==> src/rtl/lfsr_rand_server_if.sv <==
`default_nettype none
// ============================================================================
// Module      : lfsr_rand_server_if
// Description : Requester-facing bundle of the shared LFSR random server:
//               per-requester valid/range inputs, one-hot ready/response
//               pulses, shared result bus and busy flag.
// Revision    : 1.0 - initial release
// ============================================================================
interface lfsr_rand_server_if #(
    parameter int N_REQ = 4
);
    logic [N_REQ-1:0]    req_valid_i;
    logic [32*N_REQ-1:0] req_min_i;
    logic [32*N_REQ-1:0] req_max_i;
    logic [N_REQ-1:0]    req_ready_o;
    logic [N_REQ-1:0]    rsp_valid_o;
    logic [31:0]         rsp_data_o;
    logic                busy_o;

    // Requester side (traffic generators, testbench)
    modport master (
        output req_valid_i, req_min_i, req_max_i,
        input  req_ready_o, rsp_valid_o, rsp_data_o, busy_o
    );

    // Server side
    modport slave (
        input  req_valid_i, req_min_i, req_max_i,
        output req_ready_o, rsp_valid_o, rsp_data_o, busy_o
    );
endinterface
`default_nettype wire

==> src/rtl/lfsr_rand_server.sv <==
`default_nettype none
// ============================================================================
// Module      : lfsr_rand_server
// Description : One 32-bit XNOR LFSR (taps 32,22,2,1) shared round-robin
//               among N_REQ requesters. Each accepted request consumes one
//               LFSR step, reduced into [min, max] by a 32-cycle restoring
//               remainder unit. One request in flight at a time.
// Revision    : 1.0 - initial release
// ============================================================================
module lfsr_rand_server #(
    parameter int          N_REQ = 4,
    parameter logic [31:0] SEED  = 32'hAE1F_B42C
) (
    input  wire logic         clk,
    input  wire logic         rst,
    lfsr_rand_server_if.slave bus
);

    localparam int c_idx_w = (N_REQ > 1) ? $clog2(N_REQ) : 1;

    localparam logic [1:0] c_st_idle = 2'd0;
    localparam logic [1:0] c_st_step = 2'd1;
    localparam logic [1:0] c_st_div  = 2'd2;
    localparam logic [1:0] c_st_resp = 2'd3;

    localparam logic [N_REQ-1:0]   c_one_hot0 = {{(N_REQ-1){1'b0}}, 1'b1};
    localparam logic [c_idx_w-1:0] c_rr_init  = c_idx_w'(N_REQ - 1);

    logic [1:0]         r_state;
    logic [1:0]         w_state_next;
    logic [31:0]        r_lfsr;
    logic [c_idx_w-1:0] r_rr_last;
    logic [c_idx_w-1:0] r_owner;
    logic [31:0]        r_min;
    logic [31:0]        r_max;
    logic [31:0]        r_dividend;
    logic [32:0]        r_span;
    logic [31:0]        r_rem;
    logic               r_bypass;
    logic [4:0]         r_div_cnt;
    logic [31:0]        r_rsp_data;

    logic [31:0]        w_min_arr [N_REQ];
    logic [31:0]        w_max_arr [N_REQ];
    logic               w_any_req;
    logic [c_idx_w-1:0] w_grant_idx;
    logic               w_accept;
    logic [31:0]        w_lfsr_next;
    logic [32:0]        w_rem_shift;
    logic [31:0]        w_rem_next;

    // Split the flat range buses into per-requester words
    for (genvar g = 0; g < N_REQ; g++) begin : g_unpack
        assign w_min_arr[g] = bus.req_min_i[32*g +: 32];
        assign w_max_arr[g] = bus.req_max_i[32*g +: 32];
    end

    // Round-robin pick: first pending requester after r_rr_last, cyclically
    always_comb begin
        int                 cand;
        logic [c_idx_w-1:0] cand_idx;
        w_any_req   = 1'b0;
        w_grant_idx = r_rr_last;
        cand        = 0;
        cand_idx    = '0;
        for (int i = 1; i <= N_REQ; i++) begin
            cand     = (int'(r_rr_last) + i) % N_REQ;
            cand_idx = c_idx_w'(cand);
            if (!w_any_req && bus.req_valid_i[cand_idx]) begin
                w_any_req   = 1'b1;
                w_grant_idx = cand_idx;
            end
        end
    end

    // No grant is offered while reset is asserted
    assign w_accept    = (r_state == c_st_idle) && w_any_req && !rst;

    // Left shift with XNOR feedback from bits 31,21,1,0
    assign w_lfsr_next = {r_lfsr[30:0], ~(r_lfsr[31] ^ r_lfsr[21] ^ r_lfsr[1] ^ r_lfsr[0])};

    // One restoring-remainder iteration; the running remainder stays below
    // span <= 2^32, so the result always fits in 32 bits
    assign w_rem_shift = {r_rem, r_dividend[31]};
    assign w_rem_next  = (w_rem_shift >= r_span) ? 32'(w_rem_shift - r_span)
                                                 : 32'(w_rem_shift);

    assign bus.req_ready_o = w_accept ? (c_one_hot0 << w_grant_idx) : '0;
    assign bus.rsp_valid_o = (r_state == c_st_resp) ? (c_one_hot0 << r_owner) : '0;
    assign bus.rsp_data_o  = r_rsp_data;
    assign bus.busy_o      = (r_state != c_st_idle);

    // State register
    always_ff @(posedge clk) begin
        if (rst) begin
            r_state <= c_st_idle;
        end else begin
            r_state <= w_state_next;
        end
    end

    // Next-state decode: IDLE -> STEP -> DIV (32 cycles) -> RESP -> IDLE
    always_comb begin
        w_state_next = r_state;
        case (r_state)
            c_st_idle: if (w_accept) w_state_next = c_st_step;
            c_st_step: w_state_next = c_st_div;
            c_st_div:  if (r_div_cnt == 5'd31) w_state_next = c_st_resp;
            c_st_resp: w_state_next = c_st_idle;
            default:   w_state_next = c_st_idle;
        endcase
    end

    // Datapath: capture request, step LFSR, iterate remainder, build result
    always_ff @(posedge clk) begin
        if (rst) begin
            r_lfsr     <= SEED;
            r_rr_last  <= c_rr_init;
            r_owner    <= '0;
            r_min      <= '0;
            r_max      <= '0;
            r_dividend <= '0;
            r_span     <= '0;
            r_rem      <= '0;
            r_bypass   <= 1'b0;
            r_div_cnt  <= '0;
            r_rsp_data <= '0;
        end else begin
            case (r_state)
                c_st_idle: begin
                    if (w_accept) begin
                        r_owner   <= w_grant_idx;
                        r_rr_last <= w_grant_idx;
                        r_min     <= w_min_arr[w_grant_idx];
                        r_max     <= w_max_arr[w_grant_idx];
                    end
                end
                c_st_step: begin
                    r_lfsr     <= w_lfsr_next;
                    r_dividend <= w_lfsr_next;
                    // min=0,max=FFFF_FFFF yields 2^32, hence the 33-bit span
                    r_span     <= {1'b0, r_max} - {1'b0, r_min} + 33'd1;
                    r_bypass   <= (r_max < r_min);
                    r_rem      <= '0;
                    r_div_cnt  <= '0;
                end
                c_st_div: begin
                    r_rem      <= w_rem_next;
                    r_dividend <= {r_dividend[30:0], 1'b0};
                    r_div_cnt  <= r_div_cnt + 5'd1;
                    // Inverted range still runs all iterations but returns min
                    if (r_div_cnt == 5'd31) begin
                        r_rsp_data <= r_min + (r_bypass ? 32'd0 : w_rem_next);
                    end
                end
                default: begin
                end
            endcase
        end
    end

endmodule
`default_nettype wire

==> src/flat_wrapper.sv <==
// flat-port wrapper written by rule: the top's interface ports become plain ports
module lfsr_rand_server_flat 
#(
    parameter int          N_REQ = 4,
    parameter logic [31:0] SEED  = 32'hAE1F_B42C
)
  (clk, rst, bus_req_valid_i, bus_req_min_i, bus_req_max_i, bus_req_ready_o, bus_rsp_valid_o, bus_rsp_data_o, bus_busy_o);
  lfsr_rand_server_if #(.N_REQ(N_REQ)) bus_i ();
  input  wire logic clk;
  input  wire logic rst;
  input wire logic [$bits(bus_i.req_valid_i)-1:0] bus_req_valid_i;
  input wire logic [$bits(bus_i.req_min_i)-1:0] bus_req_min_i;
  input wire logic [$bits(bus_i.req_max_i)-1:0] bus_req_max_i;
  output wire logic [$bits(bus_i.req_ready_o)-1:0] bus_req_ready_o;
  output wire logic [$bits(bus_i.rsp_valid_o)-1:0] bus_rsp_valid_o;
  output wire logic [$bits(bus_i.rsp_data_o)-1:0] bus_rsp_data_o;
  output wire logic [$bits(bus_i.busy_o)-1:0] bus_busy_o;
  assign bus_i.req_valid_i = bus_req_valid_i;
  assign bus_i.req_min_i = bus_req_min_i;
  assign bus_i.req_max_i = bus_req_max_i;
  assign bus_req_ready_o = bus_i.req_ready_o;
  assign bus_rsp_valid_o = bus_i.rsp_valid_o;
  assign bus_rsp_data_o = bus_i.rsp_data_o;
  assign bus_busy_o = bus_i.busy_o;
  lfsr_rand_server #(.N_REQ(N_REQ), .SEED(SEED)) u_core (.clk(clk), .rst(rst), .bus(bus_i));
endmodule
==> config.mk <==
export PLATFORM = sky130hd
export DESIGN_NAME = lfsr_rand_server_flat
export DESIGN_NICKNAME = d
export VERILOG_FILES = /design/src/rtl/lfsr_rand_server_if.sv /design/src/rtl/lfsr_rand_server.sv /design/src/flat_wrapper.sv
export SDC_FILE = /design/constraint.sdc
export NUM_CORES = 1
export LEC_CHECK = 0
export ABC_CLOCK_PERIOD_IN_PS = 4700
export BUFFER_PORTS_ARGS = -buffer_cell sky130_fd_sc_hd__buf_2
export CORE_AREA = 2 2 186 188
export DETAILED_ROUTE_END_ITERATION = 10
export DIE_AREA = 0 0 188 190
export GPL_ROUTABILITY_DRIVEN = 0
export PLACE_DENSITY = 0.79
export SLEW_MARGIN = 20
export SYNTH_ARGS = -nofsm -noshare
export SYNTH_HDL_FRONTEND = slang
export SYNTH_SLANG_ARGS = --single-unit
export TNS_END_PERCENT = 20
==> constraint.sdc <==
create_clock -name clk -period 4.7 [get_ports clk]
set_input_delay 0.235 -clock clk [delete_from_list [all_inputs] [get_ports clk]]
set_output_delay 0.235 -clock clk [all_outputs]
set_load 0.02 [all_outputs]
==> flow_metrics.tcl, run 1 <==
set metrics [dict create \
    antenna_found_initial 1 \
    clk_latency_ns 0.56 \
    clock_path_buffers 3 \
    min_path_cells 5 \
    violations "negative setup slack" \
    ir_drop_mv 0.4578 \
    ant_nets 0 \
    grt_pass1_vias 16900 \
    hold_class "in -> reg" \
    wl_per_cell_um 17.99 \
    core-area_um2 33950 \
    slowest_stage "a2111oi_4" \
    worstPathMaxFanout 7 \
    cts_buffers 26 \
    drt_iter0_markers 1565 \
    r2r.worst_path.cells 23 \
    cp.depth 23 \
    grt_pass1_wl_mm 83.72 \
    cp_cell_sequence "inv_1, ha_2, o21a_1, o31ai_4, a2111oi_4, nand3b_1, a21o_2, a31o_4, buf_12, buf_4, mux2i_2, nor2_1, ha_1, o211ai_1, o211ai_1, nand4_1, nand2_2, a21oi_4, buf_4, a211oi_2, nor3_1, nand3b_1, a21oi_1" \
    grt_max_degree 131 \
    synth_async_sr_flop_share_pct 0 \
    die_w_um 188 \
    cts_tree "built" \
    synthCells 2232 \
    yosysSeqAreaShare_pct 27.54 \
    final.setup.worst_slack_ns -0.1951 \
    cts.clk_slew.worst_paths_ns 0.07 \
    drv_slew 0 \
    num_vias 18010 \
    grt.total_usage_pct 28.45 \
    finalPower_mw 15.34 \
    finalNonFillerCells 3072 \
    route.detailed.drc 0 \
    nFillCells 2717 \
    cellPowerDensity_nw_per_um2 709.8 \
    drive_gt1_share_pct 23.81 \
    cp_data_arrival_time_ns 5.38 \
    syn_area_um2 17230 \
    final_nets 3013 \
    setup_viol 12 \
    clock-sinks 237 \
    critPathLaunchType "flip-flop" \
    p_leak_nw 9.403 \
    tightest_slew_ns 0.9288 \
    final_util_pct 63.67 \
    dp.cells 3013 \
    area_growth_pct 25.47 \
    ys_seq_elements 237 \
    rows 68 \
    grt-ovfl-total 0 \
    firstDrtPassIters 6 \
    critPathBufInv 4 \
    yosysUniqueCellTypes 70 \
    fin_tns_setup_ns -1.099 \
    ys_warn_count 0 \
    maxCapViolCount 0 \
    htreeDepth 1 \
    skew_ns 0.02027 \
    die_h_um 190 \
    path_class "reg -> reg" \
    cts_root_buf "clkbuf_16" \
    path_delay_family "compound AO/OA/AOI/OAI gates" \
    synth_flop_cell "dfxtp_1" \
    start_util_pct 50.75 \
    routed_wl_mm 55.28 \
    end_kind "flip-flop" \
    vias_per_cell 5.863 \
    dp_hpwl_mm 40.12 \
    ioPinCount 303 \
    finalHoldWorstSlack_ns 0.1025 \
    syn-num-nets 2648 \
    cp_slowest_stage_delay_ns 0.44 \
    required_ns 5.19 \
    dieArea_um2 35720 \
    status "complete, but fails checks" \
    synth_edf_count 0 \
    post-route-period-util_pct 104.2 \
    period_minus_slack_ns 4.895 \
    hold_violations 0 \
    avgSynthCellArea_um2 7.719 \
    clock.fmax_mhz 204.3 \
    antenna_cells 0 \
    max-slew-margin-rel_pct 37.93 \
    io_buffers 302 \
]
-- where the power goes --
part | leakage (nW) | internal [mW] | switching [mW]
Combinational | 7.03 | 4.24 | 5.72
Clock | 0.423 | 1.23 | 0.901
Sequential | 1.94 | 2.59 | 0.657
Total | 9.40 | 8.06 | 7.28
-- timing repair --
action,4_1_cts,5_1_grt
hold buffers,0,0
setup endpoints to repair,23,20
buffers inserted,1,10
pin swaps,7,39
gates cloned,0,1
resized for setup,26,99
-- final timing paths --
kind                            startpoint                   endpoint  slack [ns]
setup / recovery          u_core.r_span[2]  u_core.bus.rsp_data_o[29]       -0.20
setup reg to reg          u_core.r_span[2]  u_core.bus.rsp_data_o[29]       -0.20
hold reg to reg   u_core.bus.rsp_data_o[3]   u_core.bus.rsp_data_o[3]        0.45
hold / removal           bus_req_max_i[86]           u_core.r_max[22]        0.10
-- cell families (layout without fill, tap and decap cells) --
group,count (synthesis),count (layout),share of synthesized area [%]
simple gates,774,774,20.35
flops,237,237,27.54
buf+inv,272,657,6.144
fa+ha+maj,154,154,11.97
mux,103,103,5.984
xor+xnor,68,68,3.457
compound gates,624,624,24.56
-- area by class of cell --
| cell class | instances | area, µm² | share of cell area (%) |
|---|---|---|---|
| Clock buffer | 33 | 737.0 | 3.409 |
| Clock inverter | 15 | 167.7 | 0.7756 |
| Inverter | 135 | 506.7 | 2.344 |
| Multi-Input combinational cell | 1723 | 12000 | 55.53 |
| Sequential cell | 237 | 4756 | 22.00 |
| Tap cell | 455 | 569.3 | 2.634 |
| Timing Repair Buffer | 474 | 2875 | 13.30 |
-- per-stage QoR --
stage / setup slack, ns / cell area, µm²
after global placement: -0.006790 / 20080
after detailed placement: -0.2555 / 20080
after floorplan: 0.02649 / 17240
final: -0.1951 / 21620
after CTS: -0.04101 / 21110
after global routing: -0.2363 / 21620
-- state kept, by name (all words and copies together) (netlist names) --
register and cells:
u_core.r_max 32, u_core.r_min 32, u_core.r_div_cnt 5, u_core.r_rr_last 2
u_core.r_bypass 1, u_core.r_rem 32, u_core.bus.rsp_data_o 32, u_core.r_state 2
u_core.r_dividend 32, u_core.r_owner 2, u_core.r_span 33, u_core.r_lfsr 32
-- cells in the final DEF, fill, tap and decap left out, drive strengths merged, types with 10 or more instances in the layout --
| cell | count |
|---|---|
| a2bb2oi | 18 |
| nor3 | 29 |
| mux2i | 103 |
| clkbuf | 34 |
| inv | 136 |
| ha | 136 |
| nor2 | 248 |
| a211o | 13 |
| and3 | 11 |
| o21a | 12 |
| o21ai | 78 |
| a21o | 37 |
| a31oi | 10 |
| nor2b | 18 |
| nand2b | 17 |
| nand2 | 277 |
| a21oi | 188 |
| and2 | 74 |
| nand3 | 33 |
| fa | 18 |
| dfxtp | 237 |
| o21bai | 13 |
| nand4 | 17 |
| xnor2 | 51 |
| xor2 | 17 |
| buf | 473 |
| a311oi | 67 |
| a211oi | 121 |
-- layer usage --
layer	vias to the layer above	wire length [µm]	GRT usage [%]
li1	8660	-	-
met4	0	2581	12.39
met1	8360	21960	34.61
met3	185	4037	3.855
met5	-	0	0
met2	807	26700	50.20
-- synthesized netlist by cell type, types with 36 or more instances --
cell type	instances	area [µm²]
a211oi_1	121	908.4
a21o_1	36	270.3
a21oi_1	188	940.9
a311oi_1	67	586.8
and2_1	73	456.7
clkbuf_1	112	420.4
dfxtp_1	237	4745
ha_1	136	1702
inv_1	134	503.0
mux2i_1	103	1031
nand2_1	277	1040
nor2_1	248	930.9
o21ai_0	76	380.4
xnor2_1	51	446.7
-- worst register-to-register path, delay by kind of cell (launching register included) --
kind,cells,cell delay (ns)
AO/OA/AOI/OAI,10,2.15
AND/OR/NAND/NOR,6,0.97
adder cells (fa/ha/maj),2,0.71
buffers and inverters,4,0.47
flip-flops,1,0.33
multiplexers,1,0.23
Note: power is estimated with default switching activity, not from simulation.
==> inputs of run 2 (changes only) <==
--- a/config.mk
+++ b/config.mk
@@ -12,6 +12,7 @@
 export DIE_AREA = 0 0 188 190
 export GPL_ROUTABILITY_DRIVEN = 0
 export PLACE_DENSITY = 0.79
+export RECOVER_POWER = 50
 export SLEW_MARGIN = 20
 export SYNTH_ARGS = -nofsm -noshare
 export SYNTH_HDL_FRONTEND = slang
==> flow_metrics.tcl, run 2 (same netlist as run 1, synthesis figures left out) <==
set metrics [dict create \
    final_nets 3013 \
    startpoint "u_core.r_span[2]" \
    hold_violations 0 \
    cts_tree "built" \
    clock_path_buffers 3 \
    htreeDepth 1 \
    cts.clk_slew.worst_paths_ns 0.07 \
    cts_hold_buf 0 \
    path_class "reg -> reg" \
    grt.total_usage_pct 28.45 \
    dp_slack_ns -0.2555 \
    final_util_pct 63.45 \
    cellPowerDensity_nw_per_um2 712.5 \
    drive_gt1_share_pct 22.20 \
    grt_pass1_wl_mm 83.72 \
    end_kind "flip-flop" \
    period_minus_slack_ns 4.856 \
    status "complete, but fails checks" \
    firstDrtPassIters 5 \
    reg2reg_slack_ns -0.16 \
    ioPinCount 303 \
    hold_class "in -> reg" \
    cts_buffers 26 \
    setup_viol 11 \
    antenna_found_initial 1 \
    io_buffers 302 \
    drt_iter0_markers 1460 \
    cp_cell_sequence "inv_1, ha_2, o21a_1, o31ai_4, a2111oi_4, nand3b_1, a21o_2, a31o_4, buf_12, buf_4, mux2i_2, nor2_1, ha_1, o211ai_1, o211ai_1, nand4_1, nand2_2, a21oi_4, buf_4, a211oi_2, nor3_1, nand3b_1, a21oi_1" \
    skew_ns 0.02191 \
    timing.rr.start "u_core.r_span[2]" \
    dieArea_um2 35720 \
    max-slew-margin-rel_pct -73.23 \
    cp_data_arrival_time_ns 5.35 \
    post-route-period-util_pct 103.3 \
    clock.fmax_mhz 205.9 \
    most-common-layout-cells "nand2_1, buf_2, nor2_1" \
    maxCapViolCount 2 \
    dp_hpwl_mm 40.12 \
    clk_latency_ns 0.56 \
    route.detailed.drc 0 \
    rows 68 \
    grt_pass1_vias 16900 \
    clock-sinks 237 \
    r2r_end "u_core.bus.rsp_data_o[29]" \
    crit_end "u_core.bus.rsp_data_o[29]" \
    path_delay_family "compound AO/OA/AOI/OAI gates" \
    area_growth_pct 25.02 \
    layout_commonest_cell "nand2_1" \
    cp_slowest_stage_delay_ns 0.44 \
    grt-ovfl-total 0 \
    required_ns 5.19 \
    fin_tns_setup_ns -0.8447 \
    critPathBufInv 4 \
    ant_nets 0 \
    vias_per_cell 5.848 \
    grt_max_degree 131 \
    final.setup.worst_slack_ns -0.1558 \
    ir_drop_mv 0.4531 \
    slowest_stage "a2111oi_4" \
    routed_wl_mm 55.18 \
    core-area_um2 33950 \
    cp.depth 23 \
    antenna_cells 0 \
    wl_per_cell_um 17.96 \
    p_leak_nw 9.229 \
    die_w_um 188 \
    finalPower_mw 15.35 \
    num_vias 17970 \
    worstPathMaxFanout 7 \
    tightest_slew_ns 2.598 \
    die_h_um 190 \
    violations "max-capacitance violations, max-slew violations, negative setup slack" \
    start_util_pct 50.75 \
    largest_register_ffs 33 \
    regMostFlops "u_core.r_span" \
    critPathLaunchType "flip-flop" \
    drv_slew 158 \
    cts_root_buf "clkbuf_16" \
    r2r.worst_path.cells 23 \
]
==> run 2: cell types whose count changed in the layout (fill, tap and decap cells not counted), sizes merged <==
cell / previous run / this run
buf: 473 / 434
clkbuf: 34 / 73
==> run 2: worst register-to-register path, stage by stage (launching register included) <==
cell	delay (ns)
dfxtp_2	0.33
inv_1	0.04
ha_2	0.34
o21a_1	0.26
o31ai_4	0.15
a2111oi_4	0.44
nand3b_1	0.19
a21o_2	0.15
a31o_4	0.20
buf_12	0.14
buf_4	0.13
mux2i_2	0.23
nor2_1	0.09
ha_1	0.37
o211ai_1	0.14
o211ai_1	0.34
nand4_1	0.19
nand2_2	0.17
a21oi_4	0.08
buf_4	0.16
a211oi_2	0.24
nor3_1	0.10
nand3b_1	0.18
a21oi_1	0.16
==> run 2: how the worst min path moves through the flow <==
stage,start,endpoint,slack (ns),cells after the start
after floorplan,u_core.r_dividend[0],u_core.r_dividend[0],0.43,2
after global placement,u_core.bus.rsp_data_o[23],u_core.bus.rsp_data_o[23],0.44,2
after detailed placement,u_core.bus.rsp_data_o[3],u_core.bus.rsp_data_o[3],0.45,2
after CTS,bus_req_max_i[86],u_core.r_max[22],0.08,5
after global routing,bus_req_max_i[86],u_core.r_max[22],0.11,5
final,bus_req_max_i[86],u_core.r_max[22],0.1,5
==> run 2: metrics by stage <==
stage          hold slack, ns  area, µm²  cells
2_1_floorplan          0.4316      17240   2232
3_3_place_gp           0.4405      20080   3013
4_1_cts               0.08017      21110   3062
6_report              0.09773      21540   3072
5_1_grt                0.1111      21540   3072
3_5_place_dp           0.4467      20080   3013
==> run 2: repair_timing <==
item	4_1_cts	5_1_grt
endpoints found under the setup margin	23	20
buffers inserted	1	10
pin swaps	7	39
gates cloned	0	1
gates resized for setup	26	99
==> run 2: where the power goes <==
part / switching [mW] / total (mW) / internal (mW)
Clock: 0.902 / 2.13 / 1.23
Combinational: 5.72 / 9.97 / 4.25
Sequential: 0.652 / 3.25 / 2.59
Total: 7.27 / 15.3 / 8.07
==> run 2: final cells by class <==
cell class	instances	area, µm²
tap	455	569.3
clock buffer	33	737.0
clock inverter	15	167.7
inverter	135	506.7
multi-input combinational	1723	11980
fill	2730	12410
sequential	237	4756
timing repair buffer	474	2823
==> run 2: per-layer routing <==
metal / GRT usage [%] / wire length, µm
met5: 0 / 0
met4: 12.39 / 2585
met3: 3.855 / 3790
met2: 50.20 / 26810
met1: 34.61 / 22000
==> inputs of run 3 (changes only) <==
--- a/config.mk
+++ b/config.mk
@@ -5,14 +5,16 @@
 export SDC_FILE = /design/constraint.sdc
 export NUM_CORES = 1
 export LEC_CHECK = 0
+export ABC_AREA = 1
 export ABC_CLOCK_PERIOD_IN_PS = 4700
 export BUFFER_PORTS_ARGS = -buffer_cell sky130_fd_sc_hd__buf_2
-export CORE_AREA = 2 2 186 188
+export CORE_AREA = 2 2 189 191
 export DETAILED_ROUTE_END_ITERATION = 10
-export DIE_AREA = 0 0 188 190
+export DIE_AREA = 0 0 191 193
 export GPL_ROUTABILITY_DRIVEN = 0
 export PLACE_DENSITY = 0.79
 export RECOVER_POWER = 50
+export SETUP_SLACK_MARGIN = 0.3
 export SLEW_MARGIN = 20
 export SYNTH_ARGS = -nofsm -noshare
 export SYNTH_HDL_FRONTEND = slang
==> flow_metrics.tcl, run 3 <==
set metrics [dict create \
    dieArea_um2 36860 \
    htreeDepth 1 \
    synth.largest_area_cell "dfxtp_1" \
    cts_buffers 27 \
    grt-ovfl-total 0 \
    max-slew-margin-rel_pct -149.9 \
    regMostFlops "u_core.r_span" \
    largest_register_ffs 33 \
    tightest_slew_ns 3.749 \
    maxCapViolCount 2 \
    routed_wl_mm 62.37 \
    cp_data_arrival_time_ns 4.78 \
    route.detailed.drc 0 \
    grt_use_met2_pct 56.01 \
    ys_warn_count 0 \
    worstPathMaxFanout 5 \
    cellPowerDensity_nw_per_um2 741.7 \
    ioPinCount 303 \
    start_util_pct 50.94 \
    grt_pass1_vias 19140 \
    io_buffers 302 \
    synthCells 2811 \
    drive_gt1_share_pct 12.81 \
    ir_drop_mv 0.9400 \
    ant_nets 0 \
    cts.clk_slew.worst_paths_ns 0.07 \
    hold_violations 0 \
    syn-num-nets 3227 \
    setup_viol 0 \
    final-seq-area_um2 4745 \
    grt.busiest_layer "met2" \
    post-route-period-util_pct 92.40 \
    final_nets 3495 \
    finalPower_mw 15.42 \
    drt_iter0_markers 1922 \
    avgSynthCellArea_um2 6.336 \
    die_h_um 193 \
    grt_max_degree 83 \
    clock_path_buffers 3 \
    period_minus_slack_ns 4.343 \
    fin_tns_setup_ns 0 \
    grtUsageMet1_pct 37.34 \
    wl_per_cell_um 17.49 \
    cts_root_buf "clkbuf_16" \
    skew_ns 0.02663 \
    synth.most_common_cell "nand2_1" \
    clk_latency_ns 0.56 \
    cts_tree "built" \
    synth_edf_count 0 \
    firstDrtPassIters 7 \
    area_growth_pct 16.77 \
    grt.total_usage_pct 33.11 \
    layout_commonest_cell "nand2_1" \
    end_kind "flip-flop" \
    vias_per_cell 5.582 \
    p_leak_nw 10.54 \
    path_class "reg -> reg" \
    synth_flop_cell "dfxtp_1" \
    syn_area_um2 17810 \
    drv_slew 133 \
    hold_class "in -> reg" \
    antenna_found_initial 5 \
    yosysSeqAreaShare_pct 26.64 \
    nFillCells 3292 \
    finalHoldWorstSlack_ns 0.005364 \
    die_w_um 191 \
    clock-sinks 237 \
    rows 69 \
    dp_hpwl_mm 49.24 \
    status "complete, but fails checks" \
    multi_input_area_um2 11130 \
    met3_usage_pct 5.448 \
    synth.area.top_cells "dfxtp_1, nand2_1, ha_1, inv_1, a21oi_1" \
    core-area_um2 34960 \
    rsz0062_at_grt "true" \
    required_ns 5.14 \
    grt_pass1_wl_mm 96.81 \
    synth_common_cells "nand2_1, inv_1, nor2_1" \
    synth_async_sr_flop_share_pct 0 \
    num_vias 19910 \
    critPathLaunchType "flip-flop" \
    most-common-layout-cells "nand2_1, inv_1, nor2_1" \
    synth_top_cell_area_share_pct 26.64 \
    yosysUniqueCellTypes 49 \
    ys_seq_elements 237 \
    clock.fmax_mhz 230.3 \
    violations "max-capacitance violations, max-slew violations" \
]
run 3: cell types whose count changed after synthesis, moves of 34 or more:
| cell | previous run | this run |
|---|---|---|
| a211oi_1 | 121 | 4 |
| a311oi_1 | 67 | 0 |
| and2_1 | 73 | 1 |
| clkbuf_1 | 112 | 71 |
| inv_1 | 134 | 418 |
| mux2i_1 | 103 | 0 |
| nand2_1 | 277 | 768 |
| nand3_1 | 33 | 87 |
| nand4_1 | 17 | 69 |
| o211ai_1 | 9 | 43 |
| o21ai_0 | 76 | 194 |
run 3: worst max-delay path, cell delays in order, from the launching register on:
cell     delay (ns)
dfxtp_1        0.34
inv_1          0.05
ha_1           0.35
a21oi_1        0.22
o21ai_0        0.21
a21oi_1        0.49
nand3_1        0.32
xnor2_1        0.31
nand2_1        0.12
nand2_1        0.07
nor2_1         0.04
ha_1           0.37
a21oi_1        0.22
o21a_1         0.24
nor2_1         0.06
o21ai_0        0.15
nand3_1        0.11
a21oi_2        0.16
inv_1          0.07
nand3_1        0.08
nand3_1        0.10
nand2_1        0.08
inv_1          0.05
run 3: layout make-up:
class | count | share of cell area (%)
multi-input combinational | 2041 | 53.53
sequential | 237 | 22.81
timing repair buffer | 347 | 8.910
inverter | 425 | 7.701
clock buffer | 37 | 3.574
tap | 461 | 2.774
clock inverter | 13 | 0.6377
antenna | 5 | 0.06016
run 3: worst paths after layout:
kind                      from                         to  slack [ns]  depth (start not counted)
max          u_core.r_span[15]  u_core.bus.rsp_data_o[31]        0.36                         22
min          bus_req_max_i[42]           u_core.r_max[10]       0.005                          5
max reg2reg  u_core.r_span[15]  u_core.bus.rsp_data_o[31]        0.36                         22
min reg2reg  u_core.r_lfsr[16]          u_core.r_lfsr[17]        0.47                          2
run 3: what timing repair did:
| action | in CTS | in global routing |
|---|---|---|
| hold buffers | 16 | 0 |
| endpoints found under the hold margin | 15 | 0 |
| setup buffers | 0 | 5 |
| gates resized for setup | 4 | 44 |
| pin swaps | 0 | 5 |
| setup endpoints to repair | 8 | 24 |
run 3: cell families (layout without fill, tap and decap cells):
| logic type | after synthesis | in the layout | share of synthesized area [%] |
|---|---|---|---|
| compound gates | 566 | 566 | 18.13 |
| xor+xnor | 55 | 55 | 2.747 |
| fa+ha+maj | 154 | 154 | 11.58 |
| buf+inv | 533 | 822 | 11.68 |
| flops | 237 | 237 | 26.64 |
| other cells | 0 | 5 | 0 |
| simple gates | 1266 | 1266 | 29.22 |
run 3: report_power, final:
group	internal [mW]	switching, mW	leakage, nW
Combinational	3.24	6.99	8.16
Clock	1.22	0.886	0.431
Sequential	2.58	0.500	1.94
Total	7.04	8.38	10.5
run 3: per-stage QoR:
| step | setup slack (ns) | utilization, % | instances | area, µm² |
|---|---|---|---|---|
| 6_report | 0.3570 | 59.48 | 3566 | 20800 |
| 5_1_grt | 0.1084 | 59.47 | 3565 | 20790 |
| 4_1_cts | 0.3436 | 59.11 | 3556 | 20670 |
| 3_5_place_dp | 0.2103 | 56.11 | 3490 | 19620 |
| 3_3_place_gp | 0.3660 | 56.11 | 3490 | 19620 |
| 2_1_floorplan | 0.8066 | - | 2811 | 17810 |
run 3: metal layers:
metal  share of wire [%]  routed length, µm  vias to the layer above
li1                    -                  -                     9612
met1                  38              23450                     9065
met2                  45              28150                      976
met3                 7.9               4954                      254
met4                 9.3               5818                        0
met5                   0                  0                        -
